### src/rtl/lap_record_mem.sv
// Lap-record RAM (30 x 28 bit) with a stopwatch read/write port and a background byte-frame dump engine.
// Optional frame checksum byte is enabled by defining LAP_DUMP_CHECKSUM_EN.
module lap_record_mem #(
    parameter int         P_DEPTH = 30,
    parameter int         P_AW    = 5,
    parameter int         P_DW    = 28,
    parameter logic [7:0] P_SYNC  = 8'hA5
) (
    input  logic            iClk,
    input  logic            iRst,
    input  logic            iMemEn,
    input  logic            iMemWE,
    input  logic [P_AW-1:0] iMemAddr,
    input  logic [P_DW-1:0] iMemWData,
    output logic [P_DW-1:0] oMemRData,
    input  logic            iDumpReq,
    output logic            oDumpBusy,
    output logic            oTxValid,
    output logic [7:0]      oTxData,
    input  logic            iTxReady,
    output logic [5:0]      oRecordCount
);

    typedef enum logic [2:0] {
        S_IDLE  = 3'd0,
        S_SYNC  = 3'd1,
        S_COUNT = 3'd2,
        S_SCAN  = 3'd3,
        S_READ  = 3'd4,
`ifdef LAP_DUMP_CHECKSUM_EN
        S_BYTE  = 3'd5,
        S_SUM   = 3'd6
`else
        S_BYTE  = 3'd5
`endif
    } state_t;

    function automatic logic [5:0] popcount(input logic [P_DEPTH-1:0] v);
        logic [5:0] n;
        n = 6'd0;
        for (int i = 0; i < P_DEPTH; i++) begin
            n = n + {5'd0, v[i]};
        end
        return n;
    endfunction

    function automatic logic [7:0] rec_byte(input logic [P_DW-1:0] r, input logic [1:0] sel);
        logic [7:0] b;
        case (sel)
            2'd0:    b = {1'b0, r[27:21]};
            2'd1:    b = {1'b0, r[20:14]};
            2'd2:    b = {1'b0, r[13:7]};
            default: b = {1'b0, r[6:0]};
        endcase
        return b;
    endfunction

    logic [P_DW-1:0]    mem_r [0:P_DEPTH-1];
    logic [P_DW-1:0]    rdata_r;
    logic [P_DW-1:0]    rd_b_r;
    logic [P_DEPTH-1:0] valid_r;
    logic [5:0]         count_r;
    logic               addr_ok_s;
    logic               xfer_s;
    logic               end_s;

    state_t             state_r, state_s;
    logic [P_AW-1:0]    idx_r, idx_s;
    logic [P_DEPTH-1:0] snap_r, snap_s;
    logic [5:0]         snap_cnt_r, snap_cnt_s;
    logic [1:0]         byte_r, byte_s;
    logic               tx_valid_r, tx_valid_s;
    logic [7:0]         tx_data_r, tx_data_s;
    logic               busy_r, busy_s;
`ifdef LAP_DUMP_CHECKSUM_EN
    logic [7:0]         sum_r, sum_s;
`endif

    assign addr_ok_s = (32'(iMemAddr) < 32'(P_DEPTH));
    assign xfer_s    = tx_valid_r & iTxReady;

    // Port A array write; the array itself is never reset
    always_ff @(posedge iClk) begin
        if (iMemEn && iMemWE && addr_ok_s) begin
            mem_r[iMemAddr] <= iMemWData;
        end
    end

    // Port B read-first read for the dump engine
    always_ff @(posedge iClk) begin
        if (state_r == S_READ) begin
            rd_b_r <= mem_r[idx_r];
        end
    end

    // Port A read data with write-through, valid bitmap and record count
    always_ff @(posedge iClk or posedge iRst) begin
        if (iRst) begin
            rdata_r <= {P_DW{1'b0}};
            valid_r <= {P_DEPTH{1'b0}};
            count_r <= 6'd0;
        end else begin
            count_r <= popcount(valid_r);
            if (iMemEn) begin
                if (!addr_ok_s) begin
                    rdata_r <= {P_DW{1'b0}};
                end else if (iMemWE) begin
                    rdata_r           <= iMemWData;
                    valid_r[iMemAddr] <= |iMemWData;
                end else begin
                    rdata_r <= mem_r[iMemAddr];
                end
            end
        end
    end

    // Dump FSM next-state and next-output logic
    always_comb begin
        state_s    = state_r;
        idx_s      = idx_r;
        snap_s     = snap_r;
        snap_cnt_s = snap_cnt_r;
        byte_s     = byte_r;
        tx_valid_s = tx_valid_r;
        tx_data_s  = tx_data_r;
        busy_s     = busy_r;
        end_s      = 1'b0;
`ifdef LAP_DUMP_CHECKSUM_EN
        if (xfer_s) begin
            sum_s = sum_r ^ tx_data_r;
        end else begin
            sum_s = sum_r;
        end
`endif
        case (state_r)
            S_IDLE: begin
                if (iDumpReq) begin
                    snap_s     = valid_r;
                    snap_cnt_s = popcount(valid_r);
                    idx_s      = {P_AW{1'b0}};
                    state_s    = S_SYNC;
                    tx_valid_s = 1'b1;
                    tx_data_s  = P_SYNC;
                    busy_s     = 1'b1;
`ifdef LAP_DUMP_CHECKSUM_EN
                    sum_s      = 8'd0;
`endif
                end else begin
                    busy_s = 1'b0;
                end
            end
            S_SYNC: begin
                if (xfer_s) begin
                    state_s   = S_COUNT;
                    tx_data_s = {2'b00, snap_cnt_r};
                end else begin
                    state_s = S_SYNC;
                end
            end
            S_COUNT: begin
                if (xfer_s) begin
                    end_s      = (snap_r == {P_DEPTH{1'b0}});
                    state_s    = S_SCAN;
                    tx_valid_s = 1'b0;
                    idx_s      = {P_AW{1'b0}};
                end else begin
                    state_s = S_COUNT;
                end
            end
            S_SCAN: begin
                if (32'(idx_r) >= 32'(P_DEPTH)) begin
                    end_s = 1'b1;
                end else if (snap_r[idx_r]) begin
                    state_s = S_READ;
                end else if (32'(idx_r) == 32'(P_DEPTH - 1)) begin
                    end_s = 1'b1;
                end else begin
                    idx_s = idx_r + P_AW'(1);
                end
            end
            S_READ: begin
                // Retiring the bit here lets the last record byte know whether the frame ends
                snap_s[idx_r] = 1'b0;
                byte_s        = 2'd0;
                state_s       = S_BYTE;
            end
            S_BYTE: begin
                if (!tx_valid_r) begin
                    tx_valid_s = 1'b1;
                    tx_data_s  = rec_byte(rd_b_r, 2'd0);
                end else if (xfer_s) begin
                    if (byte_r == 2'd3) begin
                        end_s      = (snap_r == {P_DEPTH{1'b0}});
                        state_s    = S_SCAN;
                        tx_valid_s = 1'b0;
                        idx_s      = idx_r + P_AW'(1);
                    end else begin
                        byte_s    = byte_r + 2'd1;
                        tx_data_s = rec_byte(rd_b_r, byte_r + 2'd1);
                    end
                end else begin
                    state_s = S_BYTE;
                end
            end
`ifdef LAP_DUMP_CHECKSUM_EN
            S_SUM: begin
                if (xfer_s) begin
                    state_s    = S_IDLE;
                    tx_valid_s = 1'b0;
                    busy_s     = 1'b0;
                end else begin
                    state_s = S_SUM;
                end
            end
`endif
            default: begin
                state_s    = S_IDLE;
                tx_valid_s = 1'b0;
                busy_s     = 1'b0;
            end
        endcase
        if (end_s) begin
`ifdef LAP_DUMP_CHECKSUM_EN
            state_s    = S_SUM;
            tx_valid_s = 1'b1;
            tx_data_s  = sum_s;
`else
            state_s    = S_IDLE;
            tx_valid_s = 1'b0;
            busy_s     = 1'b0;
`endif
        end else begin
            end_s = 1'b0;
        end
    end

    // Dump FSM state and registered TX outputs
    always_ff @(posedge iClk or posedge iRst) begin
        if (iRst) begin
            state_r    <= S_IDLE;
            idx_r      <= {P_AW{1'b0}};
            snap_r     <= {P_DEPTH{1'b0}};
            snap_cnt_r <= 6'd0;
            byte_r     <= 2'd0;
            tx_valid_r <= 1'b0;
            tx_data_r  <= 8'd0;
            busy_r     <= 1'b0;
`ifdef LAP_DUMP_CHECKSUM_EN
            sum_r      <= 8'd0;
`endif
        end else begin
            state_r    <= state_s;
            idx_r      <= idx_s;
            snap_r     <= snap_s;
            snap_cnt_r <= snap_cnt_s;
            byte_r     <= byte_s;
            tx_valid_r <= tx_valid_s;
            tx_data_r  <= tx_data_s;
            busy_r     <= busy_s;
`ifdef LAP_DUMP_CHECKSUM_EN
            sum_r      <= sum_s;
`endif
        end
    end

    assign oMemRData    = rdata_r;
    assign oRecordCount = count_r;
    assign oDumpBusy    = busy_r;
    assign oTxValid     = tx_valid_r;
    assign oTxData      = tx_data_r;

endmodule

### config.mk
export PLATFORM = sky130hd
export DESIGN_NAME = lap_record_mem
export DESIGN_NICKNAME = d
export VERILOG_FILES = /design/src/rtl/lap_record_mem.sv
export SDC_FILE = /design/constraint.sdc
export NUM_CORES = 2
export LEC_CHECK = 0
export BUFFER_PORTS_ARGS = -buffer_cell sky130_fd_sc_hd__buf_2
export CAP_MARGIN = 20
export CORE_ASPECT_RATIO = 1.25
export CORE_MARGIN = 2
export CORE_UTILIZATION = 40
export CTS_BUF_LIST = sky130_fd_sc_hd__clkbuf_16
export DETAILED_ROUTE_END_ITERATION = 12
export PLACE_DENSITY_LB_ADDON = 0.25
export SLEW_MARGIN = 20
export SYNTH_ARGS = -nofsm -noshare
export SYNTH_HDL_FRONTEND = slang
export SYNTH_SLANG_ARGS = --single-unit
### constraint.sdc
create_clock -name iClk -period 7.22 [get_ports iClk]
set_clock_uncertainty 0.2 [all_clocks]
set_input_delay 0.722 -clock iClk [delete_from_list [all_inputs] [get_ports iClk]]
set_output_delay 0.722 -clock iClk [all_outputs]
set_load 0.02 [all_outputs]
* Yosys cells after proc, flatten, opt, wreduce, memory -nomap -nowiden
Memory sizes are Yosys's and may differ from the RTL's. A register that Yosys moved wholly into a read port is not among the register bits.
Cells that the tools add are included.
** Storage, ports and cells
- Memory bits (read-only) :: 0
- Word-level logic and storage cells :: 164
- Bits of input ports :: 39
- Register bits after elaboration :: 120
- Memory bits (writable) :: 840
- Latch bits :: 0
- Memories :: 1
** Operators by class
- Eq/ne operators :: 29
- Div/mod/pow operators :: 0
- Shifts and indexed selects :: 0
- Bitwise gates (word level) :: 3
- $mul :: 0
- Reductions and logical operators :: 22
- Add/sub/neg operators :: 31
- Magnitude comparators :: 6
- Mux-type cells :: 61
** Memory list
- mem_r :: depth 30, bits a word 28, read ports 2, clocked after Yosys merged registers in 1, wr ports 1, RTL line 58 : logic [P_DW-1:0] mem_r [0:P_DEPTH-1];
** Operators with widths (count)
- 6-bit by 1-bit adder with 6-bit output :: 24
- 30-bit case mux with 2 select lines :: 1
- 28-bit 2-to-1 mux :: 2
- 5-bit 2-to-1 mux :: 8
- 8-bit 2-to-1 mux :: 5
- 30-bit AND :: 1
- 30-bit bitwise mux :: 1
- 30-bit zero test :: 1
- 30-bit 2-to-1 mux :: 1
- 30-bit NOT :: 1
- 28-bit OR reduction :: 1
- 8-bit case mux with 3 select lines :: 1
- 1-bit 2-to-1 mux :: 21
- 3-bit 2-to-1 mux :: 7
- 3-bit inequality test, second input constant :: 7
- 7-bit case mux with 3 select lines :: 1
- 2-bit inequality test, second input constant :: 10
- 5-bit case mux with 4 select lines :: 1
- 3-bit case mux with 6 select lines :: 1
- 5-bit by 6-bit < comparator with 1-bit output, second input constant :: 2
- 1-bit demux with 5-bit select :: 2
- 5-bit by 1-bit >= comparator with 1-bit output, second input constant :: 2
- 5-bit AND reduction :: 2
- 9-bit AND reduction :: 1
- other kinds (35) :: 48

* Longest topological paths before layout
- Depth after elaboration :: 29
- Depth in mapped cells :: 19
- Depth with buffers taken out :: 19

* Least setup slack after synthesis
No wires, ideal clock.
- Path kind :: register to register
- From :: register valid_r[23]
- To :: register snap_cnt_r[4]
- Library setup time :: 0.117 ns
- Period minus slack after synthesis :: 4.820 ns
- Data required time :: 6.903 ns
- Stages on the path, launching flop included :: 20
- Data arrival time :: 4.503 ns
- Slack :: 2.400 ns
- Cell sequence :: dfrtp_1 fa_1 fa_1 inv_1 fa_1 inv_1 fa_1 fa_1 inv_1 fa_1 inv_1 ha_1 inv_1 fa_1 inv_1 a21o_1 a21oi_1 xnor2_1 nand2_1 nand2_1
** Between the ends
- Longest elaborated chain between the ends :: 7
** RTL lines
- start, declared :: RTL line 61 : logic [P_DEPTH-1:0] valid_r;
- start signal, assigned :: RTL line 100 : valid_r <= {P_DEPTH{1'b0}};
- start signal, assigned by index :: RTL line 109 : valid_r[iMemAddr] <= |iMemWData;
- 6-bit by 1-bit adder with 6-bit output (7 in series) :: RTL line 42 : n = n + {5'd0, v[i]};
- end signal, assigned :: RTL line 255 : snap_cnt_r <= snap_cnt_s;
- end, declared :: RTL line 70 : logic [5:0] snap_cnt_r, snap_cnt_s;
No other way between the ends.
A chain may end at the register's enable or synchronous reset.

* Final worst setup path
Ends and elaborated chain as after synthesis.

==> results.json <==
{
  "fp.dieW_um": 305,
  "grt_pass1_vias": 27900,
  "clk_latency_ns": 0.71,
  "start_util_pct": 40.2,
  "yosys.cell_count.top_type": "edfxtp_1",
  "slew-limit-headroom_pct": 21.5,
  "io_buffers": 82,
  "tns_ns": 0,
  "cts_setup_buffers": 0,
  "crit_path_max_fanout": 3,
  "rsz0062_at_grt": "false",
  "ant_nets": 0,
  "synth-main-ff-cell": "edfxtp_1",
  "ys_top_cells_by_area": "edfxtp_1 57%, mux4_2 20%, dfrtp_1 6.6%",
  "area_growth_pct": 12.4,
  "cts_buffer_depth": 3,
  "fillers": 9598,
  "synth_enable_flop_cells": 868,
  "status": "complete, no violations",
  "path_clk_slew_ns": 0.06,
  "p_switching_mw": 5.19,
  "rows": 138,
  "hp-class": "in -> reg",
  "syn_avg_cell_area_um2": 17.7,
  "ys_async_sr_fraction_pct": 12.1,
  "ys_seq_area_share_pct": 64.1,
  "seqPwrFrac_pct": 41.1,
  "grt_max_degree": 92,
  "dieArea_um2": 116000,
  "r2r_start": "valid_r[23]$_DFFE_PP0P_",
  "ir_drop_mv": 0.540,
  "wl_per_cell_um": 34.6,
  "grt_pass1_wl_um": 207000,
  "path_class": "reg -> reg",
  "cp-end-kind": "flop",
  "synth_top_cell_by_area": "edfxtp_1",
  "ioPinCount": 83,
  "finalHoldViolations": 0,
  "ys_types": 62,
  "overflow": 0,
  "min_from": "iTxReady",
  "cts_num_sinks": 988,
  "syn-num-nets": 2636,
  "min_period_over_period_pct": 71.4,
  "cts-root-buf": "clkbuf_16",
  "cp_slowest_stage_delay_ns": 0.53,
  "setup_violations": 0,
  "vias_per_cell": 6.48,
  "fmax_mhz": 194,
  "fp.dieH_um": 380,
  "final_cell_area_um2": 50900,
  "synth_commonest_cells": "868 x edfxtp_1, 394 x mux4_2, 176 x a22oi_1",
  "multi_input_area_um2": 15500,
  "first_pass_iters": 6,
  "yosysWarningCount": 0,
  "nNetsFinal": 2703,
  "crit_chain": "fa_1 > fa_1 > inv_1 > fa_1 > inv_1 > fa_1 > fa_1 > inv_1 > fa_1 > inv_1 > ha_1 > inv_1 > fa_1 > inv_1 > a21o_1 > a21oi_1 > xnor2_1 > nand2_1 > nand2_1",
  "switching_share_pct": 31.3,
  "drt-initial-drc-count": 3506,
  "drc": 0,
  "post-route-min-period_ns": 5.16,
  "synth-seq-cells": 988,
  "slew_viol_final": 0,
  "diodes": 0,
  "h-tree-depth": 3,
  "tightest_slew_ns": 1.18,
  "antenna_found_initial": 9,
  "cts_made_buffers": 98,
  "drive_above_1_share_pct": 29.6,
  "cp_data_arrival_time_ns": 5.60,
  "path_common_cell": "fa_1",
  "core-area_um2": 113000,
  "drv_cap": 0,
  "syn-instance-count": 2558,
  "grt_util_all_layers_pct": 25.0,
  "gp_congestion": 0.872,
  "startpoint": "valid_r[23]$_DFFE_PP0P_",
  "critPathLaunchType": "flop",
  "required_ns": 7.66,
  "hpwl_um": 86200,
  "total_power_mw": 16.6,
  "power_frac_comb_pct": 28.4,
  "syn_area_um2": 45300,
  "ff_latch_area_um2": 29100,
  "power.density_nw_per_um2": 326,
  "p_int_mw": 11.4,
  "place_area_um2": 47800,
  "cts_tree": "built",
  "wirelength_um": 144000,
  "p_clk_share_pct": 30.5,
  "vias": 27100,
  "p_leak_nw": 16.5,
  "synth_top_area_share_pct": 57.5,
  "crit_path_top_delay_cell": "fa_1"
}
[flip-flops by register name, summed over array words and instances (netlist names)]
register      count
mem_r           840
idx_r             5
oTxValid          1
oRecordCount      6
byte_r            2
snap_r           30
oMemRData        28
rd_b_r           28
oTxData           8
valid_r          30
oDumpBusy         1
snap_cnt_r        6
state_r           3
[layout make-up]
cell class	instances	area share (%)
clock buffers	99	4.86
clock inverters	84	1.29
well taps	1470	3.61
inverters	67	0.503
multi-input cells	1309	30.4
repair buffers	161	2.25
flip-flops and latches	988	57.1
[power groups by stage]
| stage | Clock (mW) | Combinational [mW] | Sequential, mW |
|---|---|---|---|
| after CTS | 5.11 | 4.74 | 6.83 |
| final | 5.06 | 4.71 | 6.83 |
| after detailed placement | 0 | 4.72 | 6.95 |
| after floorplan | 0 | 3.42 | 6.82 |
| after global routing | 5.31 | 5.16 | 6.86 |
| after global placement | 0 | 4.68 | 6.93 |
[placed cells by master, fill, tap and decap left out, types with 31 or more instances in the layout]
cell	netlist	layout
a21oi_1	50	50
mux4_2	394	394
inv_1	66	91
nand2_1	79	78
dfrtp_1	120	117
o21ai_0	74	74
nor2_4	0	33
a221oi_1	31	31
mux2_2	39	39
mux2i_1	35	35
a22oi_1	176	176
clkbuf_16	0	99
nor2_1	113	78
edfxtp_1	868	868
nand3_1	36	36
buf_4	6	70
buf_2	51	79
nand4_1	61	61
[path summary, 6_finish.rpt]
check / endpoint / slack, ns / cells after the start
worst max register to register: snap_cnt_r[4]$_DFFE_PP0P_ / 2.06 / 19
worst min register to register: oTxData[1]$_DFFE_PP0P_ / 0.30 / 1
worst max-delay path: snap_cnt_r[4]$_DFFE_PP0P_ / 2.06 / 19
min in group asynchronous: oMemRData[9]$_DFFE_PP0P_ / 0.52 / 3
worst min-delay path: state_r[1]$_DFFE_PP0P_ / 0.16 / 3
max in group asynchronous: oMemRData[24]$_DFFE_PP0P_ / 5.04 / 4
[cells by family (layout without fill, tap and decap cells)]
family,count (synthesis),in the layout,synth area share [%]
flops,988,988,64.1
mux,469,469,21.3
compound gates,425,425,6.54
simple gates,373,373,4.12
buf+inv,261,411,2.38
fa+ha+maj,39,39,1.44
xor+xnor,3,3,0.0580
[repair_timing]
| item | 4_1_cts | 5_1_grt |
|---|---|---|
| endpoints found under the setup margin | 0 | 0 |
| hold endpoints to repair | 4 | 0 |
| hold buffers | 1 | 0 |
| resized for setup | 0 | 0 |
[metal layers]
metal	wire (µm)	track usage, %	up-vias
met4	6190	10.9	14
met2	71800	41.3	1507
met5	95	0	-
li1	-	-	10800
met1	53400	32.2	14400
met3	13000	4.83	339
[worst max-delay path: cells and delay by family (launching register included)]
kind	cells	cell delay, ns
adder cells (fa/ha/maj)	8	3.53
flip-flops	1	0.42
buffers and inverters	6	0.36
XOR/XNOR	1	0.24
AND/OR/NAND/NOR	2	0.16
AO/OA/AOI/OAI	2	0.18
[stage by stage]
| step | cells | utilization, % | worst slack (ns) | hold slack (ns) |
|---|---|---|---|---|
| finish | 4178 | 45.2 | 2.06 | 0.164 |
| global route | 4178 | 45.2 | 1.87 | 0.207 |
| CTS | 4178 | 45.2 | 2.08 | 0.123 |
| detailed placement | 3994 | 42.4 | 2.10 | 0.293 |
| global placement | 3990 | 42.3 | 2.08 | 0.278 |
| floorplan | 2558 | - | 2.40 | 0.246 |
Note: power is estimated with default switching activity, not from simulation.
